**src/rtl/vpack_stream_if.sv**
```systemverilog
// Handshake bundle for vpack_stream: scalar input stream and packed vector output stream.
// The DUT side uses the slave modport; the scalar source / vector sink uses master.
interface vpack_stream_if #(
   parameter int VECTOR_SIZE = 16,
   parameter int INT_SIZE    = 16
);
   localparam int CW = $clog2(VECTOR_SIZE) + 1;

   logic                                  in_valid;
   logic                                  in_ready;
   logic [INT_SIZE-1:0]                   in_data;
   logic                                  in_last;
   logic                                  out_valid;
   logic                                  out_ready;
   logic [VECTOR_SIZE-1:0][INT_SIZE-1:0]  out_data;
   logic [CW-1:0]                         out_count;

   modport master (
      output in_valid, in_data, in_last, out_ready,
      input  in_ready, out_valid, out_data, out_count
   );

   modport slave (
      input  in_valid, in_data, in_last, out_ready,
      output in_ready, out_valid, out_data, out_count
   );
endinterface

```
**src/rtl/vpack_stream.sv**
```systemverilog
// Serial-to-parallel vector assembler: fill bank plus output register, one scalar per cycle.
// Optional early close on in_last is enabled by defining VPACK_LAST_EN.
module vpack_stream #(
   parameter int VECTOR_SIZE = 16,
   parameter int INT_SIZE    = 16
) (
   input  logic           clock,
   input  logic           resetn,
   vpack_stream_if.slave  bus
);
   localparam int IW = $clog2(VECTOR_SIZE);
   localparam int CW = IW + 1;

   typedef enum logic [0:0] {
      ST_FILL = 1'b0,
      ST_HOLD = 1'b1
   } state_t;

   state_t                                state_r;
   logic                                  in_ready_r;
   logic [IW-1:0]                         idx_r;
   logic [VECTOR_SIZE-1:0][INT_SIZE-1:0]  bank_r;
   logic                                  out_valid_r;
   logic [VECTOR_SIZE-1:0][INT_SIZE-1:0]  out_data_r;
   logic [CW-1:0]                         out_count_r;

   logic [VECTOR_SIZE-1:0][INT_SIZE-1:0]  bank_next_s;
   logic                                  accept_s;
   logic                                  take_s;
   logic                                  out_free_s;
   logic                                  last_hit_s;
   logic                                  complete_s;
   logic [CW-1:0]                         count_s;

`ifndef VPACK_LAST_EN
   logic unused_last_s;
   assign unused_last_s = bus.in_last;
`endif

   assign bus.in_ready  = in_ready_r;
   assign bus.out_valid = out_valid_r;
   assign bus.out_data  = out_data_r;
   assign bus.out_count = out_count_r;

   // Handshake decode and the fill bank as it would look after this cycle's accept.
   always_comb begin
      bank_next_s         = bank_r;
      bank_next_s[idx_r]  = bus.in_data;
      accept_s            = bus.in_valid && in_ready_r;
      take_s              = out_valid_r && bus.out_ready;
      out_free_s          = !out_valid_r || bus.out_ready;
`ifdef VPACK_LAST_EN
      last_hit_s          = bus.in_last;
`else
      last_hit_s          = 1'b0;
`endif
      complete_s          = accept_s && ((idx_r == IW'(VECTOR_SIZE - 1)) || last_hit_s);
      count_s             = {1'b0, idx_r} + CW'(1);
   end

   // Fill FSM, fill bank and output register; a take and a new load may share one edge.
   always_ff @(posedge clock or negedge resetn) begin
      if (!resetn) begin
         state_r     <= ST_FILL;
         in_ready_r  <= 1'b0;
         idx_r       <= '0;
         bank_r      <= '0;
         out_valid_r <= 1'b0;
         out_data_r  <= '0;
         out_count_r <= '0;
      end else begin
         case (state_r)
            ST_FILL: begin
               in_ready_r <= 1'b1;
               if (complete_s) begin
                  if (out_free_s) begin
                     out_data_r  <= bank_next_s;
                     out_count_r <= count_s;
                     out_valid_r <= 1'b1;
                     bank_r      <= '0;
                     idx_r       <= '0;
                  end else begin
                     // Keep idx so the held vector's lane count is still known at hand-over.
                     bank_r      <= bank_next_s;
                     state_r     <= ST_HOLD;
                     in_ready_r  <= 1'b0;
                  end
               end else begin
                  if (accept_s) begin
                     bank_r <= bank_next_s;
                     idx_r  <= idx_r + IW'(1);
                  end
                  if (take_s) begin
                     out_valid_r <= 1'b0;
                  end
               end
            end
            ST_HOLD: begin
               if (take_s) begin
                  out_data_r  <= bank_r;
                  out_count_r <= count_s;
                  out_valid_r <= 1'b1;
                  bank_r      <= '0;
                  idx_r       <= '0;
                  state_r     <= ST_FILL;
                  in_ready_r  <= 1'b1;
               end
            end
            default: begin
               state_r    <= ST_FILL;
               in_ready_r <= 1'b0;
            end
         endcase
      end
   end
endmodule
```
**src/flat_wrapper.sv**
```systemverilog
// flat-port wrapper written by rule: the top's interface ports become plain ports
module vpack_stream_flat 
#(
   parameter int VECTOR_SIZE = 16,
   parameter int INT_SIZE    = 16
)
  (clock, resetn, bus_in_valid, bus_in_data, bus_in_last, bus_out_ready, bus_in_ready, bus_out_valid, bus_out_data, bus_out_count);
  vpack_stream_if #(.VECTOR_SIZE(VECTOR_SIZE), .INT_SIZE(INT_SIZE)) bus_i ();
  input  logic clock;
  input  logic resetn;
  input wire logic [$bits(bus_i.in_valid)-1:0] bus_in_valid;
  input wire logic [$bits(bus_i.in_data)-1:0] bus_in_data;
  input wire logic [$bits(bus_i.in_last)-1:0] bus_in_last;
  input wire logic [$bits(bus_i.out_ready)-1:0] bus_out_ready;
  output wire logic [$bits(bus_i.in_ready)-1:0] bus_in_ready;
  output wire logic [$bits(bus_i.out_valid)-1:0] bus_out_valid;
  output wire logic [$bits(bus_i.out_data)-1:0] bus_out_data;
  output wire logic [$bits(bus_i.out_count)-1:0] bus_out_count;
  assign bus_i.in_valid = bus_in_valid;
  assign bus_i.in_data = bus_in_data;
  assign bus_i.in_last = bus_in_last;
  assign bus_i.out_ready = bus_out_ready;
  assign bus_in_ready = bus_i.in_ready;
  assign bus_out_valid = bus_i.out_valid;
  assign bus_out_data = bus_i.out_data;
  assign bus_out_count = bus_i.out_count;
  vpack_stream #(.VECTOR_SIZE(VECTOR_SIZE), .INT_SIZE(INT_SIZE)) u_core (.clock(clock), .resetn(resetn), .bus(bus_i));
endmodule
```
**config.mk**
```make
export PLATFORM = sky130hd
export DESIGN_NAME = vpack_stream_flat
export DESIGN_NICKNAME = d
export VERILOG_FILES = /design/src/rtl/vpack_stream_if.sv /design/src/rtl/vpack_stream.sv /design/src/flat_wrapper.sv
export SDC_FILE = /design/constraint.sdc
export NUM_CORES = 1
export LEC_CHECK = 0
export BUFFER_PORTS_ARGS = -buffer_cell sky130_fd_sc_hd__buf_2
export CORE_MARGIN = 2
export CORE_UTILIZATION = 46
export DETAILED_ROUTE_END_ITERATION = 10
export PLACE_DENSITY = 0.75
export SETUP_SLACK_MARGIN = 0.05
export SYNTH_ARGS = -nofsm -noshare
export SYNTH_HDL_FRONTEND = slang
export SYNTH_SLANG_ARGS = --single-unit
```
**constraint.sdc**
```tcl
create_clock -name clock -period 2.8 [get_ports clock]
set_clock_uncertainty 0.15 [all_clocks]
set_input_delay 0.28 -clock clock [delete_from_list [all_inputs] [get_ports clock]]
set_output_delay 0.28 -clock clock [all_outputs]
set_load 0.02 [all_outputs]
```
### After elaboration in Yosys (flattened, before gate mapping)

Cells that the tools add are included.

| word-level totals | value |
|---|---|
| input port bits | 21 |
| word-level logic and storage cells | 92 |
| output and inout port bits | 263 |
| register bits after elaboration | 524 |

| operators by class | value |
|---|---|
| mux-type cells | 33 |
| bitwise gates (word level) | 1 |
| magnitude comparators | 2 |
| $add $sub $neg | 2 |
| equality and inequality tests | 7 |
| reductions and logical operators | 10 |

Operators by type and width:

| kind | number |
|---|---|
| two-way mux 256 bit | 7 |
| one-hot mux 256 bit (2 select lines) | 2 |
| bitwise mux 256 bit | 1 |
| demux 16 bit (select 4 bit) | 1 |
| two-way mux 16 bit | 1 |
| two-way mux 4 bit | 4 |
| two-way mux 5 bit | 3 |
| one-hot mux 5 bit (2 select lines) | 1 |
| two-way mux 1 bit | 9 |
| AND reduction 3 bit | 3 |
| one-hot mux 4 bit (2 select lines) | 1 |
| != test 3 x 1 -> 1 bit, second input constant | 2 |
| one-hot mux 1 bit (2 select lines) | 3 |
| adder 4 x 1 -> 5 bit, second input constant | 1 |
| < comparator 4 x 5 -> 1 bit, second input constant | 1 |
| adder 4 x 1 -> 4 bit, second input constant | 1 |
| == test 4 bit, second input constant | 1 |
| greater-or-equal comparator 4 x 1 -> 1 bit, second input constant | 1 |
| logical AND 1 bit | 4 |
| != test 2 x 1 -> 1 bit, second input constant | 2 |
| != test 3 x 2 -> 1 bit, second input constant | 1 |
| != test 2 bit, second input constant | 1 |
| AND reduction 2 bit | 1 |
| zero test 1 bit | 1 |
| other kinds (2) | 2 |

### Logic depth before layout (Yosys ltp)

Gate-level depths: netlist (run 1).

| depth | value |
|---|---|
| word-level depth | 8 |
| gate-level depth with buffers | 8 |
| mapped depth without buffers | 5 |

### Least setup slack after synthesis (run 1)

No wires, ideal clock.

| timing | value |
|---|---|
| path type | register to register |
| from | register u_core.idx_r[0] |
| to | register u_core.out_data_r (netlist bit u_core.bus.out_data[52]) |
| period minus slack after synthesis | 1.943 ns |
| setup slack | 0.857 ns |
| data required time | 2.513 ns |
| cell stages (with the launch flop) | 9 |
| setup time | 0.137 ns |
| arrival time | 1.655 ns |
| path buffers | 4 |
| cell sequence | dfrtp_1 ha_1 buf_2 and3_1 buf_4 buf_2 buf_2 a211oi_1 a211oi_1 |

| between the ends | value |
|---|---|
| word-level cells in the longest chain between the ends | 8 |
| elaborated cells between the ends (all ways) | 13 |
| those cells by class | order compare (2); eq/ne (2); mux (6); reduce/logical (3) |

RTL lines:

| item | line | text |
|---|---|---|
| from (decl) | vpack_stream.sv:21 | `logic [IW-1:0] idx_r;` |
| from (signal assigned) | vpack_stream.sv:91 | `idx_r <= idx_r + IW'(1);` |
| < comparator 4 x 5 -> 1 bit (implied by the code) or greater-or-equal comparator 4 x 1 -> 1 bit (tied branches) | vpack_stream.sv:48 | `bank_next_s[idx_r] = bus.in_data;` |
| logical AND 1 bit (implied by the code) | vpack_stream.sv:48 |  |
| two-way mux 16 bit (implied by the code) | vpack_stream.sv:48 |  |
| demux 16 bit (select 4 bit) | -- |  |
| bitwise mux 256 bit | vpack_stream.sv:48 |  |
| two-way mux 256 bit | vpack_stream.sv:76 | `if (out_free_s) begin` |
| two-way mux 256 bit | vpack_stream.sv:75 | `if (complete_s) begin` |
| one-hot mux 256 bit (2 select lines) | vpack_stream.sv:72 | `case (state_r)` |
| to (signal assigned) | vpack_stream.sv:77 | `out_data_r <= bank_next_s;` |
| to (signal assigned) | vpack_stream.sv:100 | `out_data_r <= bank_r;` |
| to (decl) | vpack_stream.sv:24 | `logic [VECTOR_SIZE-1:0][INT_SIZE-1:0] out_data_r;` |

Parallel ways exist; a longest one is shown, timed or not. The select of a mux whose other input is x is not followed.
A chain may end at the register's enable or synchronous reset.

### Worst setup path after layout (run 1)

| timing | value |
|---|---|
| from | register u_core.idx_r[0] |
| to | register u_core.out_data_r (netlist bit u_core.bus.out_data[58]) |

Same word-level chain as after synthesis.

==> impl_metrics.ini, run 1 <==
[outcome]
outcome = complete, no violations

[sta]
fin_tns_setup_ns = 0
maxSlewViolCount = 0
tightest_slew_ns = 1.12
setup_viol = 0
rsz0062_at_grt = no
fin_ws_ns = 0.149
period_share = 0.947
fmax_mhz = 377
hold_viol_final = 0
slew_headroom = 0.251
fin_crit_ns = 2.65

[floorplan]
rows = 94
start_util = 0.466
fp.dieW_um = 262
coreArea_um2 = 65900
die_y_um = 262
dieArea_um2 = 68800
ioPinCount = 284

[critical_path]
reg2reg_setup_slack_ns = 0.15
setup.worst_path.class = flip-flop to flip-flop
worstRegToRegCells = 6
critPathRequiredTime_ns = 3.12
critPathBufInv = 2
critPathMaxStageDelay_ns = 0.44
timing.rr.start = u_core.idx_r[0]$_DFFE_PN0P_
timing.rr.end = u_core.bus.out_data[58]$_DFFE_PN0P_
crit_fanout = 43
startpoint_type = flip-flop
critPathCaptureType = flip-flop
crit_family = simple AND/OR/NAND/NOR gates
path_cells = ha_1 -> nand3_4 -> nor4_4 -> buf_4 -> buf_6 -> a211oi_1
arrival_ns = 2.97
crit_slowest_cell = dfrtp_1

[drt]
num_vias = 27400
wl_per_cell_um = 27.7
drt_pass1_iterations = 6
viasPerCell = 7.18
drc = 0
routed_wl_mm = 106
postRouteAntennaNets = 0
drt_iter0_drc = 3433

[worst_hold_path]
hold_end = u_core.bank_r[127]$_DFFE_PN0P_
hp-class = input port to flip-flop
min_path_cells = 3
worstHoldStart = bus_in_data[15]

[synth]
synth-seq-cells = 524
syn_nets = 2897
yosys_warnings = 0
async_flop_share = 1.00
netlist-cell-type-count = 48
netlist_area_um2 = 30700
seq_area_frac_synth = 0.427
syn_area_per_cell_um2 = 10.7
synth-main-ff-cell = dfrtp_1
syn_inst = 2872
synth_edf_count = 0

[placed_design]
port-buffer-count = 282
post-place-ws_ns = 0.220
gp_congestion = 0.812
hpwl_mm = 59.1

[pwr]
p_switching_mw = 12.8
p_sw_frac = 0.396
p_int_mw = 19.5
ir_drop_mv = 0.516
p_clk_frac = 0.235
p_leak_nw = 14.4
power_frac_seq = 0.416
comb_power_share = 0.348
powerDensity_nw_per_um2 = 933

[cts]
root_buffer = clkbuf_16
cts_sinks = 524
max-clock-path-buffers = 3
cts_htree_levels = 2
clkLatencyLatePin_ns = 0.63
path_clk_slew_ns = 0.06
cts_tree = built
numCtsBuffers = 58

[grt]
overflow = 0
grt_pass1_vias = 27200
grt_max_degree = 182
grtUsageTotal = 0.292
grt_first_pass_wirelength_mm = 162
antenna_found_initial = 1

[layout]
antenna_cells = 0
final_nets = 2938
drive_gt1_frac = 0.251
syn_to_final_growth_pct = 12.9
nFillCells = 5579

[flow_run]
drv_cap = 0
## state kept, by name (all words and copies together), names as in the netlist
| signal | flops |
|---|---|
| u_core.idx_r | 4 |
| u_core.bus.out_data | 256 |
| u_core.bus.in_ready | 1 |
| u_core.bus.out_count | 5 |
| u_core.bank_r | 256 |
| u_core.bus.out_valid | 1 |
| u_core.state_r | 1 |
## cells in the mapped netlist, types with 2 or more instances
master | n | area [µm²]
a211oi_1 | 478 | 3590
a21oi_1 | 2 | 10.0
a221oi_1 | 16 | 140
a22o_1 | 16 | 140
a32o_1 | 3 | 30.0
and2_1 | 18 | 113
and3_1 | 2 | 12.5
and3b_1 | 19 | 166
buf_1 | 45 | 169
buf_2 | 133 | 666
buf_4 | 19 | 143
buf_6 | 7 | 78.8
clkbuf_1 | 211 | 792
dfrtp_1 | 524 | 13100
ha_1 | 4 | 50.1
inv_1 | 20 | 75.1
mux2_2 | 3 | 33.8
mux2i_1 | 224 | 2240
nand2_1 | 8 | 30.0
nand3_1 | 68 | 340
nand3_2 | 3 | 30.0
nand3b_1 | 8 | 60.1
nand4_1 | 17 | 106
nand4b_1 | 239 | 2090
nor2_1 | 2 | 7.51
nor2b_1 | 18 | 113
nor3_1 | 2 | 10.0
nor3b_1 | 4 | 30.0
o211ai_1 | 274 | 2060
o21ai_0 | 2 | 10.0
o22ai_1 | 4 | 25.0
o2bb2ai_1 | 224 | 1960
or3b_2 | 240 | 2100
## timing repair
item | 4_1_cts | 5_1_grt
endpoints found under the hold margin | 65 | 0
hold buffers | 4 | 0
endpoints found under the setup margin | 0 | 9
resized for setup | 0 | 1
setup buffers | 0 | 2
## cell type report
class / count / area, µm² / share of cell area
Tap cell: 864 / 1080 / 0.0312
Clock buffer: 88 / 1700 / 0.0492
Inverter: 21 / 78.8 / 0.00227
Sequential cell: 524 / 13100 / 0.379
Multi-Input combinational cell: 1912 / 15700 / 0.453
Timing Repair Buffer: 396 / 2830 / 0.0817
Clock inverter: 16 / 153 / 0.00440
## kinds of logic after synthesis
family,synth area share
buffers and inverters,0.0628
flip-flops,0.427
multiplexers,0.0746
AO/OA/AOI/OAI,0.261
AND/OR/NAND/NOR,0.172
adder cells (fa/ha/maj),0.00163
XOR/XNOR,0.000285
## metrics by stage
| stage | power [mW] | instances | hold slack [ns] | area [µm²] | utilization |
|---|---|---|---|---|---|
| floorplan | 20.4 | 2872 | -0.166 | 30700 | - |
| global route | 33.9 | 3821 | 0.0374 | 34700 | 0.526 |
| CTS | 32.3 | 3818 | 0.0148 | 34600 | 0.526 |
| finish | 32.3 | 3821 | 0.0589 | 34700 | 0.526 |
| global placement | 23.9 | 3710 | 0.212 | 32700 | 0.497 |
| detailed placement | 24.7 | 3710 | 0.220 | 32700 | 0.497 |
## worst reg2reg max path, delay by kind of cell, from the launching register on
kind	cells	cell delay, ns
simple gates	2	0.70
buf+inv	2	0.64
flops	1	0.44
fa+ha+maj	1	0.43
compound gates	1	0.17
## worst max-delay path by stage
| stage | start | end | slack (ns) | depth (start not counted) |
|---|---|---|---|---|
| 2_1_floorplan | u_core.idx_r[0]$_DFFE_PN0P_ | u_core.bus.out_data[52]$_DFFE_PN0P_ | 0.86 | 8 |
| 3_3_place_gp | u_core.idx_r[0]$_DFFE_PN0P_ | u_core.bus.out_data[7]$_DFFE_PN0P_ | 0.33 | 5 |
| 3_5_place_dp | u_core.idx_r[0]$_DFFE_PN0P_ | u_core.bus.out_data[229]$_DFFE_PN0P_ | 0.22 | 5 |
| 4_1_cts | u_core.idx_r[0]$_DFFE_PN0P_ | u_core.bus.out_data[228]$_DFFE_PN0P_ | 0.20 | 5 |
| 5_1_grt | u_core.idx_r[0]$_DFFE_PN0P_ | u_core.bus.out_data[41]$_DFFE_PN0P_ | 0.05 | 6 |
| 6_report | u_core.idx_r[0]$_DFFE_PN0P_ | u_core.bus.out_data[58]$_DFFE_PN0P_ | 0.15 | 6 |
## power by group through the flow
stage               Sequential [mW]  Combinational, mW  Clock (mW)
floorplan                      14.4               6.02           0
CTS                            13.3               11.3        7.70
global placement               13.1               10.8           0
detailed placement             13.4               11.2           0
global route                   13.8               12.1        8.00
finish                         13.5               11.3        7.61
## layer usage
metal	vias up	track usage	share of wire
met4	2	0.152	0.052
li1	11600	-	-
met3	281	0.0635	0.093
met5	-	0	0.00012
met2	1454	0.454	0.46
met1	14100	0.383	0.40
## placed cells by master, fill, tap and decap left out, types with 17 or more instances in the layout
| cell | instances |
|---|---|
| dfrtp_1 | 522 |
| a211oi_1 | 478 |
| buf_2 | 280 |
| o211ai_1 | 274 |
| or3b_2 | 240 |
| nand4b_1 | 239 |
| mux2i_1 | 224 |
| o2bb2ai_1 | 224 |
| nand3_1 | 68 |
| buf_4 | 67 |
| clkbuf_16 | 59 |
| buf_12 | 41 |
| inv_1 | 20 |
| and3b_1 | 19 |
| nor2b_1 | 18 |
| and2_1 | 17 |
| nand4_1 | 17 |
No activity file was read; power rests on OpenSTA's default activity.
==> run 2: changes to the inputs <==
- PLACE_DENSITY: 0.75 -> default
==> run 2 against run 1 <==
- setup slack improved by 0.11 ns
- critical path depth down 4
- sequential cell count unchanged
- die area unchanged
==> impl_metrics.ini, run 2 (same netlist as run 1, synthesis figures left out) <==
[outcome]
outcome = complete, no violations

[critical_path]
startpoint = u_core.bus.out_valid$_DFFE_PN0P_
worstRegToRegCells = 5
critPathCaptureType = output port
arrival_ns = 2.11
setup.worst_path.class = flip-flop to output port
critPathBufInv = 2
path_depth = 2
reg2reg_setup_slack_ns = 0.38
critPathMaxStageDelay_ns = 0.54
crit_fanout = 170
crit_slowest_cell = dfrtp_4
timing.rr.start = u_core.idx_r[1]$_DFFE_PN0P_
cp-endpoint = bus_out_valid
critPathRequiredTime_ns = 2.37
path_cells = buf_12 -> buf_2
startpoint_type = flip-flop
timing.rr.end = u_core.bus.out_data[15]$_DFFE_PN0P_
crit_family = buffers and inverters

[sta]
fmax_mhz = 394
hold_viol_final = 0
period_share = 0.907
fin_tns_setup_ns = 0
tightest_slew_ns = 1.06
maxSlewViolCount = 0
rsz0062_at_grt = no
setup_viol = 0
slew_headroom = 0.280
fin_crit_ns = 2.54

[placed_design]
gp_congestion = 0.771
postPlaceCellArea_um2 = 32600
hpwl_mm = 57.2
port-buffer-count = 282

[drt]
routed_wl_mm = 108
num_vias = 27000
drc = 0
viasPerCell = 7.11
wl_per_cell_um = 28.6
postRouteAntennaNets = 0
drt_iter0_drc = 2866
drt_pass1_iterations = 7

[floorplan]
start_util = 0.466
dieArea_um2 = 68800
coreArea_um2 = 65900
rows = 94
die_y_um = 262
ioPinCount = 284
fp.dieW_um = 262

[grt]
antenna_found_initial = 1
grtUsageTotal = 0.303
overflow = 0
grt_first_pass_wirelength_mm = 166
grt_max_degree = 179
grt_pass1_vias = 26900

[layout]
final_cell_mix = 522 x dfrtp_1, 478 x a211oi_1, 280 x buf_2, 274 x o211ai_1, 240 x or3b_2
final_common_cell = dfrtp_1
postLayoutCellArea_um2 = 34500
nFillCells = 5770
final_nets = 2915
syn_to_final_growth_pct = 12.5
antenna_cells = 0
drive_gt1_frac = 0.247

[cts]
numCtsBuffers = 59
clkLatencyLatePin_ns = 0.64
post_cts_buffers = 0
max-clock-path-buffers = 3
root_buffer = clkbuf_16
cts_htree_levels = 2
cts_sinks = 524
cts_tree = built
path_clk_slew_ns = 0.07

[pwr]
powerDensity_nw_per_um2 = 941
p_int_mw = 19.7
power_frac_seq = 0.411
p_switching_mw = 12.8
p_sw_frac = 0.394
comb_power_share = 0.346
ir_drop_mv = 0.463
p_clk_frac = 0.242
p_leak_nw = 14.3

[worst_hold_path]
hp-class = input port to async pin

[flow_run]
drv_cap = 0
## run 2: worst register-to-register path, stage by stage (launching register included)
cell and delay (ns):
dfrtp_1 0.42, ha_1 0.40, nand3_4 0.18, nor4_4 0.43, buf_12 0.44, a211oi_1 0.25
## run 2: final cells by class
cell class	instances	area [µm²]	share of cell area
Clock buffer	93	1840	0.0532
Clock inverter	13	98.8	0.00286
Inverter	21	78.8	0.00228
Multi-Input combinational cell	1912	15700	0.454
Sequential cell	524	13100	0.380
Tap cell	864	1080	0.0313
Timing Repair Buffer	372	2620	0.0760
## run 2: per-stage QoR
step | total power, mW | hold slack [ns] | util | setup WS (ns) | cells
after floorplan | 20.4 | -0.166 | - | 0.857 | 2872
after global placement | 23.9 | 0.136 | 0.495 | 0.459 | 3691
after detailed placement | 24.6 | 0.141 | 0.495 | 0.365 | 3691
after CTS | 32.5 | 0.0676 | 0.524 | 0.253 | 3799
after global routing | 34.2 | 0.0861 | 0.524 | 0.215 | 3799
final | 32.5 | 0.0602 | 0.524 | 0.260 | 3799
## run 2: power by group through the flow
stage	sequential, mW	clock (mW)	combinational (mW)
2_1_floorplan	14.4	0	6.02
3_5_place_dp	13.3	0	11.3
5_1_grt	13.8	8.30	12.1
3_3_place_gp	13.0	0	10.9
6_report	13.4	7.88	11.2
4_1_cts	13.3	7.98	11.3
## run 2: how the worst min path moves through the flow
stage	start	to	cells after the start
floorplan	resetn	u_core.bank_r[0]$_DFFE_PN0P_	0
global placement	resetn	u_core.bus.out_data[89]$_DFFE_PN0P_	1
detailed placement	resetn	u_core.bank_r[89]$_DFFE_PN0P_	1
CTS	resetn	u_core.bank_r[89]$_DFFE_PN0P_	2
global route	resetn	u_core.bus.out_data[89]$_DFFE_PN0P_	2
finish	resetn	u_core.bus.out_data[89]$_DFFE_PN0P_	2
## run 2: per-layer routing
metal,part of all wire,GRT usage,vias up
met4,0.039,0.121,2
met2,0.46,0.471,1108
met3,0.072,0.0546,200
met5,0.00012,0,-
li1,-,-,11600
met1,0.43,0.419,14100
## run 2: repair_timing
item / in CTS / in global routing
endpoints found under the hold margin: 274 / 0
gates resized for setup: 0 / 0
hold buffers: 2 / 0
